--- config.mk ---
export PLATFORM = sky130hd
export DESIGN_NAME = secded_retry_tx
export DESIGN_NICKNAME = d
export VERILOG_FILES = /design/src/rtl/secded_retry_tx.sv
export SDC_FILE = /design/constraint.sdc
export NUM_CORES = 1
export LEC_CHECK = 0
export ABC_AREA = 1
export CELL_PAD_IN_SITES_DETAIL_PLACEMENT = 0
export CELL_PAD_IN_SITES_GLOBAL_PLACEMENT = 1
export CORE_MARGIN = 2
export CORE_UTILIZATION = 33
export DETAILED_ROUTE_END_ITERATION = 6
export PLACE_DENSITY_LB_ADDON = 0.1
export SYNTH_ARGS = -nofsm -noshare
export SYNTH_HDL_FRONTEND = slang
export SYNTH_SLANG_ARGS = --single-unit
--- constraint.sdc ---
create_clock -name clk -period 1.38 [get_ports clk]
set_input_delay 0.138 -clock clk [delete_from_list [all_inputs] [get_ports clk]]
set_output_delay 0.138 -clock clk [all_outputs]
set_load 0.1 [all_outputs]
--- src/rtl/secded_retry_tx.sv ---
// Transmit-side retry controller for the SECDED link: host byte in, write/read/await ack-nack, retransmit, report.
// Optional statistics counters are compiled in with `define SECDED_TX_STATS_EN.
module secded_retry_tx #(
  parameter int DATA_WIDTH = 8,
  parameter int MAX_RETRY  = 3,
  parameter int TIMEOUT    = 15,
  parameter int CNT_W      = 16
) (
  input  logic                  clk,
  input  logic                  rst,
  input  logic                  s_valid,
  input  logic [DATA_WIDTH-1:0] s_data,
  input  logic [1:0]            s_err_mode,
  output logic                  s_ready,
  output logic                  link_wr_en,
  output logic [DATA_WIDTH-1:0] link_data,
  output logic                  link_rd_en,
  output logic [1:0]            link_err,
  input  logic                  link_ack,
  input  logic                  link_nack,
  input  logic [DATA_WIDTH-1:0] link_rx_data,
`ifdef SECDED_TX_STATS_EN
  output logic [CNT_W-1:0]      stat_ack,
  output logic [CNT_W-1:0]      stat_nack,
  output logic [CNT_W-1:0]      stat_fail,
`endif
  output logic                  res_valid,
  output logic                  res_ok,
  output logic [3:0]            res_retries,
  output logic                  res_timeout,
  output logic                  res_mismatch
);

  localparam int TMR_W = (TIMEOUT > 1) ? $clog2(TIMEOUT) : 1;

  typedef enum logic [2:0] {IDLE, WR, RD, WAIT, RESP} state_t;

  state_t                state_q, state_d;
  logic [DATA_WIDTH-1:0] data_q, data_d;
  logic [1:0]            err_q, err_d;
  logic [3:0]            retries_q, retries_d;
  logic [TMR_W-1:0]      timer_q, timer_d;
  logic                  ok_q, ok_d;
  logic [3:0]            rres_q, rres_d;
  logic                  tmo_q, tmo_d;
  logic                  mis_q, mis_d;

  always_ff @(posedge clk or posedge rst) begin
    if (rst) begin
      state_q   <= IDLE;
      data_q    <= '0;
      err_q     <= '0;
      retries_q <= '0;
      timer_q   <= '0;
      ok_q      <= 1'b0;
      rres_q    <= '0;
      tmo_q     <= 1'b0;
      mis_q     <= 1'b0;
    end else begin
      state_q   <= state_d;
      data_q    <= data_d;
      err_q     <= err_d;
      retries_q <= retries_d;
      timer_q   <= timer_d;
      ok_q      <= ok_d;
      rres_q    <= rres_d;
      tmo_q     <= tmo_d;
      mis_q     <= mis_d;
    end
  end

  always_comb begin
    state_d   = state_q;
    data_d    = data_q;
    err_d     = err_q;
    retries_d = retries_q;
    timer_d   = timer_q;
    ok_d      = ok_q;
    rres_d    = rres_q;
    tmo_d     = tmo_q;
    mis_d     = mis_q;
    case (state_q)
      IDLE: begin
        if (s_valid) begin
          data_d    = s_data;
          err_d     = s_err_mode;
          retries_d = '0;
          state_d   = WR;
        end
      end
      WR: state_d = RD;
      RD: begin
        timer_d = '0;
        state_d = WAIT;
      end
      WAIT: begin
        timer_d = timer_q + TMR_W'(1);
        // nack wins over ack; timeout only when the link stays silent
        if (link_nack) begin
          if (retries_q < 4'(MAX_RETRY)) begin
            retries_d = retries_q + 4'd1;
            state_d   = WR;
          end else begin
            state_d = RESP;
            ok_d    = 1'b0;
            rres_d  = retries_q;
            tmo_d   = 1'b0;
            mis_d   = 1'b0;
          end
        end else if (link_ack) begin
          state_d = RESP;
          ok_d    = (link_rx_data == data_q);
          rres_d  = retries_q;
          tmo_d   = 1'b0;
          mis_d   = (link_rx_data != data_q);
        end else if (timer_q == TMR_W'(TIMEOUT - 1)) begin
          state_d = RESP;
          ok_d    = 1'b0;
          rres_d  = retries_q;
          tmo_d   = 1'b1;
          mis_d   = 1'b0;
        end
      end
      RESP:    state_d = IDLE;
      default: state_d = IDLE;
    endcase
  end

  // Strobes decode straight from the state so an async reset drops them immediately
  assign s_ready      = (state_q == IDLE);
  assign link_wr_en   = (state_q == WR);
  assign link_rd_en   = (state_q == RD);
  assign link_err     = (state_q == RD && retries_q == 4'd0) ? err_q : 2'b00;
  assign link_data    = data_q;
  assign res_valid    = (state_q == RESP);
  assign res_ok       = ok_q;
  assign res_retries  = rres_q;
  assign res_timeout  = tmo_q;
  assign res_mismatch = mis_q;

`ifdef SECDED_TX_STATS_EN
  function automatic logic [CNT_W-1:0] sat_inc(input logic [CNT_W-1:0] v, input logic en);
    return (en && (v != {CNT_W{1'b1}})) ? v + CNT_W'(1) : v;
  endfunction

  logic [CNT_W-1:0] ack_cnt_q, nack_cnt_q, fail_cnt_q;
  logic             ack_evt, nack_evt, fail_evt;

  assign nack_evt = (state_q == WAIT) && link_nack;
  assign ack_evt  = (state_q == WAIT) && !link_nack && link_ack;
  assign fail_evt = (state_q == WAIT) && (state_d == RESP) && !ok_d;

  always_ff @(posedge clk or posedge rst) begin
    if (rst) begin
      ack_cnt_q  <= '0;
      nack_cnt_q <= '0;
      fail_cnt_q <= '0;
    end else begin
      ack_cnt_q  <= sat_inc(ack_cnt_q, ack_evt);
      nack_cnt_q <= sat_inc(nack_cnt_q, nack_evt);
      fail_cnt_q <= sat_inc(fail_cnt_q, fail_evt);
    end
  end

  assign stat_ack  = ack_cnt_q;
  assign stat_nack = nack_cnt_q;
  assign stat_fail = fail_cnt_q;
`endif

endmodule
==> metrics.csv, run 1 <==
metric,value,unit
Max Slew Vio Count,0,
sequential area share after synthesis,0.4973,
Die X,69.34,um
Nets,263,
DRC violations left,0,
clk buf depth,2,
# diodes,0,
largest net degree at the start of global routing,29,
Post-Syn Area,0.001409,mm2
GRT overflow,0,
relative slew slack,0.7012,
status,"finished, violations left",
area of the core,0.004058,mm2
I/O pins,44,
Final setup violation count,6,
die height,69.34,um
Root Buffer,clkbuf_8,
critical path class,reg -> out,
critical path required time,1240,ps
first-pass GRT wire length,5878,um
area fraction in compound gates after synthesis,0.04796,
P_leak,1.184,nW
gr usage total,0.1504,
Setup crit end kind,primary output,
DR vias,1301,
failing checks,negative setup slack,
DP HPWL,2614,um
synth unique cells,19,
Site Rows,23,
CTS tree,yes,
post-synth top area cell,dfrtp_1,
share of the synthesized area in the top cell type,0.4973,
final worst setup slack,-82.60,ps
crit share post-route,1.060,
Post-Syn Nets,200,
wire per inst,12.64,um
number of global-route vias before repair,1317,
area delta synth->final,71.76,%
routed vias/inst,4.565,
Final min period,1463,ps
Worst-Margin Slew,446.8,ps
Clock Sinks,28,
H-tree Lvls,1,
Max Clock Skew,3.934,ps
Seq cells post-synth,28,
VDD IR-drop max,0.001621,V
Post-Synth Simple-Gate Area,0.3002,
Pwr Density,2635,mW/mm2
largest family of logic cells by synthesized area,simple AND/OR/NAND/NOR gates,
"Design Area, Final",0.002420,mm2
full die area,0.004808,mm2
first-pass iteration count of the detailed router,4,
post-route ant nets,0,
cts hold-fix bufs,0,
post-synthesis mux area share,0,
CP Max Fanout,2,
cts bufs inserted,3,
maximum clock frequency,683.7,MHz
DRT iter0 DRCs,52,
syn avg cell area,8.144,um2
"Clk Latency, worst-skew pair",270,ps
RSZ-0062 raised after global routing,yes,
worst r2r path cells,9,
clock slew at reported path FFs,90,ps
Worst Hold Class,in -> async,
XOR/XNOR Fraction of Synth Area,0.03730,
DRT Wirelength,3601,um
share of cells above drive strength 1,0.3362,
initial antenna violation count,0,
Hold Fails Final Rpt,0,
GPL Wtd Cong,0.7886,
initial core utilization,0.3472,
Area contributors post-synth,"dfrtp_1 (50%), nand2_1 (16%), inv_1 (6.1%), nor2_1 (4.3%), nand3_1 (3.9%)",
port bufs,43,
max_cap viols,0,
WHS,223.8,ps
crit start category,flop,
Area after DPL,0.002203,mm2
Post-Syn Instances,173,
Post-Synth Adder-Cell Area,0.03552,
crit path DAT,1320,ps
Synth warnings,0,
cell usage after synthesis (all sizes together):
master  instances
dfrtp          28
nand3          13
buf             1
ha              4
nand3b          1
xnor2           6
nor2           18
inv            27
nor3            2
a21oi           6
o21ai           6
nand2          61
logic make-up (layout without fill, tap and decap cells):
| family | count (synthesis) | after routing |
|---|---|---|
| xor gates and xnor gates | 6 | 6 |
| DFF | 28 | 28 |
| AOI/OAI and AO/OA | 12 | 12 |
| and+or+nand+nor | 95 | 96 |
| adders and majority gates | 4 | 4 |
| buffers and inverters | 28 | 89 |
power by group:
group | switching, mW | internal, mW | total (mW)
Combinational | 2.79 | 1.66 | 4.45
Sequential | 0.345 | 1.13 | 1.48
Clock | 0.245 | 0.207 | 0.452
Total | 3.38 | 3.00 | 6.38
cell type report:
type / instances / area, um2
Fill cell: 339 / 1638
Tap cell: 50 / 62.56
Sequential cell: 28 / 713.2
Clock buffer: 4 / 45.04
Timing Repair Buffer: 58 / 764.5
Multi-Input combinational cell: 118 / 723.2
Inverter: 27 / 111.4
worst max-delay path, stage by stage (launching register included):
cell,delay (ps)
dfrtp_1,420
inv_2,100
ha_4,150
nand3_4,90
nor2_4,120
buf_12,180
sequential cells by signal (all words and copies together) (netlist names):
register,flops
res_timeout,1
retries_q,4
res_retries,4
res_ok,1
res_mismatch,1
err_q,2
timer_q,4
state_q,3
link_data,8
metrics by stage:
step	TNS (ps)	power, mW	setup WS (ps)	std cells	utilization
after global routing	-917.9	6.684	-160.7	285	0.5964
after floorplan	-2747	4.078	-591.8	173	-
after CTS	-320.2	6.198	-98.53	279	0.5714
after global placement	0	5.512	46.50	270	0.5430
final	-354.9	6.377	-82.60	285	0.5964
after detailed placement	0	5.565	16.11	270	0.5430
cells in the final DEF, fill, tap and decap left out, drive strengths merged, types with 4 or more instances in the layout:
cell type and n:
clkbuf 4, inv 26, nor2 18, o21ai 6
nand2 62, buf 36, clkdlybuf4s50 22, nand3 13
a21oi 6, ha 4, xnor2 6, dfrtp 28
final timing paths:
kind,from,end,slack [ps]
max,retries_q[0]$_DFFE_PP0P_,link_err[0],-80
min,rst,timer_q[0]$_DFFE_PP0P_,220
max reg2reg,retries_q[0]$_DFFE_PP0P_,res_retries[1]$_DFFE_PP0P_,30
min reg2reg,retries_q[1]$_DFFE_PP0P_,retries_q[1]$_DFFE_PP0P_,540
max in group asynchronous,rst,link_data[4]$_DFFE_PP0P_,860
min in group clk,s_data[6],link_data[6]$_DFFE_PP0P_,420
layer usage:
metal | vias up | part of all wire | track usage
li1 | 649 | - | -
met1 | 625 | 0.44 | 0.1900
met2 | 25 | 0.52 | 0.2671
met3 | 2 | 0.030 | 0.02326
met4 | 0 | 0.0067 | 0.03922
met5 | - | 0 | 0
repair_timing:
item / 4_1_cts / 5_1_grt
gates resized for setup: 10 / 14
cloned: 0 / 1
pin swaps: 4 / 4
buffers inserted: 5 / 5
endpoints found under the setup margin: 7 / 28
(Power assumes the default switching activity.)
==> inputs of run 2 (changes only) <==
- CORE_MARGIN: 2 -> 4
==> metrics.csv, run 2 (synthesized netlist as in run 1, its figures left out) <==
metric,value,unit
critical path required time,1240,ps
crit start category,flop,
Clock Sinks,28,
largest net degree at the start of global routing,29,
GRT overflow,0,
WHS,219.9,ps
relative slew slack,0.7097,
"most common cell after layout, fill and taps aside",nand2_1,
crit share post-route,1.068,
wire per inst,12.78,um
Setup crit end kind,primary output,
initial core utilization,0.3472,
DR vias,1286,
"commonest non-fill, non-tap cells in the layout","nand2_1 (54), clkdlybuf4s50_1 (22), buf_12 (21)",
critical path class,reg -> out,
share of cells above drive strength 1,0.3992,
port bufs,43,
VDD IR-drop max,0.001487,V
P_leak,1.209,nW
DRT iter0 DRCs,38,
Die X,73.34,um
"Clk Latency, worst-skew pair",280,ps
status,"finished, violations left",
Final min period,1474,ps
Pwr Density,2674,mW/mm2
I/O pins,44,
total power,6.725,mW
Max Clock Skew,11.71,ps
Area after DPL,0.002203,mm2
crit path DAT,1340,ps
clk buf depth,2,
failing checks,negative setup slack,
Worst Hold Class,in -> async,
CP Max Fanout,2,
initial antenna violation count,0,
Worst-Margin Slew,434.1,ps
first-pass iteration count of the detailed router,4,
first-pass GRT wire length,5961,um
full die area,0.005379,mm2
CTS tree,yes,
RSZ-0062 raised after global routing,yes,
clock slew at reported path FFs,100,ps
H-tree Lvls,1,
# diodes,0,
number of global-route vias before repair,1328,
area delta synth->final,78.51,%
post-route ant nets,0,
Nets,266,
final worst setup slack,-94.37,ps
DRC violations left,0,
DP HPWL,2630,um
Final setup violation count,6,
die height,73.34,um
Site Rows,23,
Hold Fails Final Rpt,0,
maximum clock frequency,678.3,MHz
"Design Area, Final",0.002515,mm2
DRT Wirelength,3680,um
Max Slew Vio Count,0,
max reg flops,8,
Root Buffer,clkbuf_8,
setup TNS,-393.5,ps
gr usage total,0.1412,
area of the core,0.004058,mm2
cts bufs inserted,3,
routed vias/inst,4.465,
max_cap viols,0,
GPL Wtd Cong,0.7507,
[run 2: power by group]
group	switching, mW	internal, mW	leakage (nW)	total [mW]
registers	0.348	1.13	0.345	1.48
logic	2.87	1.73	0.828	4.60
clock network	0.254	0.388	0.0357	0.643
total	3.47	3.25	1.21	6.73
[run 2: through the flow]
stage                     instances  worst slack (ps)    util
after CTS                       283            -78.82  0.5902
after global placement          270             47.99  0.5430
final                           288            -94.37  0.6198
after floorplan                 173            -591.8       -
after global routing            288            -173.1  0.6198
after detailed placement        270             11.84  0.5430
[run 2: repair_timing]
item                                    CTS  global route
buffers inserted                          9             3
gates cloned                              0             2
pin swaps                                 6             3
gates resized for setup                  14            26
hold buffers                              0             0
endpoints found under the setup margin    7            28
[run 2: critical path, stage by stage (launching register included)]
cell	delay, ps
dfrtp_1	410
inv_2	90
nand2_4	60
nor2_4	110
nand3_4	100
nor2_4	110
buf_12	180
[run 2: path summary, 6_finish.rpt]
kind / startpoint / end / slack [ps] / cells after the start
max: state_q[2]$_DFFE_PP0P_ / link_err[1] / -90 / 6
min: rst / timer_q[1]$_DFFE_PP0P_ / 220 / 3
max reg2reg: state_q[2]$_DFFE_PP0P_ / link_data[2]$_DFFE_PP0P_ / 30 / 8
min reg2reg: retries_q[1]$_DFFE_PP0P_ / retries_q[1]$_DFFE_PP0P_ / 530 / 2
max in group asynchronous: rst / link_data[5]$_DFFE_PP0P_ / 850 / 3
min in group clk: s_data[0] / link_data[0]$_DFFE_PP0P_ / 430 / 3
[run 2: per-layer routing]
metal	vias up	wire length, um	global-route usage
met5	-	0	0
met4	0	20	0.03622
met3	2	163	0.02736
met2	27	1915	0.2512
met1	595	1581	0.1746
li1	662	-	-
[run 2: layout make-up]
class | count | area, um2
clock buffer | 3 | 41.29
multi-input combinational | 118 | 769.5
sequential | 28 | 713.2
inverter | 27 | 116.4
tap | 50 | 62.56
clock inverter | 1 | 30.03
fill | 338 | 1543
timing repair buffer | 60 | 775.7
timing repair inverter | 1 | 6.256
==> inputs of run 3 (changes only) <==
- SKIP_CTS_REPAIR_TIMING: unset -> 1
- TNS_END_PERCENT: unset -> 20
==> metrics.csv, run 3 (synthesized netlist as in run 1, its figures left out) <==
metric,value,unit
routed vias/inst,4.475,
wire per inst,12.10,um
initial antenna violation count,0,
gr usage total,0.1311,
Storage cell area,703.2,um2
crit path DAT,1380,ps
r2r startpoint,retries_q[1]$_DFFE_PP0P_,
Die X,73.34,um
relative slew slack,0.7466,
Pwr Density,2655,mW/mm2
number of global-route vias before repair,1233,
"Clk Latency, worst-skew pair",280,ps
GPL Wtd Cong,0.7775,
Root Buffer,clkbuf_8,
clock slew at reported path FFs,100,ps
Area after DPL,0.002188,mm2
Site Rows,23,
crit share post-route,1.101,
DRT Wirelength,3412,um
"commonest non-fill, non-tap cells in the layout","nand2_1 (57), dfrtp_1 (26), clkdlybuf4s50_1 (22)",
status,"finished, violations left",
Final min period,1519,ps
max_cap viols,0,
critical path class,reg -> out,
"Design Area, Final",0.002352,mm2
H-tree Lvls,1,
die height,73.34,um
Nets,260,
Layout fillers,347,
VDD IR-drop max,0.001430,V
crit start category,flop,
first-pass GRT wire length,5561,um
Max Clock Skew,8.193,ps
area of the multi-input gates,678.2,um2
area of the core,0.004058,mm2
Non-Filler Instances,282,
failing checks,negative setup slack,
reg2reg end,res_ok$_DFFE_PP0P_,
area delta synth->final,66.96,%
Placed Cells,270,
Clock Sinks,28,
cts bufs inserted,3,
DRT iter0 DRCs,29,
Final setup violation count,6,
Worst-Margin Slew,380.2,ps
DR vias,1262,
full die area,0.005379,mm2
Layout Utilization,0.5797,
largest net degree at the start of global routing,29,
share of cells above drive strength 1,0.2802,
Worst Hold Class,in -> async,
final worst setup slack,-138.9,ps
maximum clock frequency,658.4,MHz
CP Max Fanout,4,
Setup crit end kind,primary output,
critical path required time,1240,ps
# diodes,0,
clk buf depth,2,
DP HPWL,2619,um
I/O pins,44,
"most common cell after layout, fill and taps aside",nand2_1,
Reg2Reg Setup Slack,50,ps
worst r2r path cells,9,
RSZ-0062 raised after global routing,yes,
Max Slew Vio Count,0,
initial core utilization,0.3472,
max reg flops,8,
CTS tree,yes,
first-pass iteration count of the detailed router,4,
Hold Fails Final Rpt,0,
post-route ant nets,0,
P_leak,1.189,nW
DRC violations left,0,
GRT overflow,0,
port bufs,43,
==> run 3: through the flow <==
stage	worst slack [ps]	TNS (ps)	hold WS (ps)	power (mW)
2_1_floorplan	-591.8	-4983	203.4	4.037
3_3_place_gp	54.65	0	481.4	5.481
3_5_place_dp	30.45	0	482.2	5.526
4_1_cts	-264.9	-925.8	236.1	6.059
5_1_grt	-198.5	-1351	259.8	6.583
6_report	-138.9	-592.3	232.3	6.245
==> run 3: report_power, final <==
part / switching (mW) / internal (mW)
clock network: 0.255 / 0.256
logic: 2.71 / 1.58
registers: 0.341 / 1.11
==> run 3: layer usage <==
layer  up-vias  routed length [um]  track usage
met5         -                   0            0
met4         0                  34      0.04225
met3         4                 123      0.01915
met2        25                1716       0.2145
met1       589                1538       0.1781
li1        644                   -            -
==> run 3: cell type report <==
class / instances / area share
tap: 50 / 0.02660
multi-input combinational: 117 / 0.2883
timing repair buffer: 56 / 0.3154
clock buffer: 4 / 0.02340
inverter: 27 / 0.04734
sequential: 28 / 0.2989
==> run 3: worst max path at each step <==
stage,start,endpoint,cells after the start,slack (ps)
2_1_floorplan,state_q[1]$_DFFE_PP0P_,state_q[1]$_DFFE_PP0P_,2,-590
3_3_place_gp,link_nack,res_retries[1]$_DFFE_PP0P_,9,50
3_5_place_dp,link_nack,retries_q[0]$_DFFE_PP0P_,8,30
4_1_cts,state_q[2]$_DFFE_PP0P_,link_err[0],6,-260
5_1_grt,state_q[2]$_DFFE_PP0P_,link_err[0],6,-200
6_report,state_q[2]$_DFFE_PP0P_,link_err[0],6,-140
==> run 3: worst max-delay path, cell delays in order (launching register included) <==
cell and delay, ps:
dfrtp_1 400, inv_2 110, nand2_4 70, nor2_4 120
nand3_4 100, nor2_4 110, buf_12 180
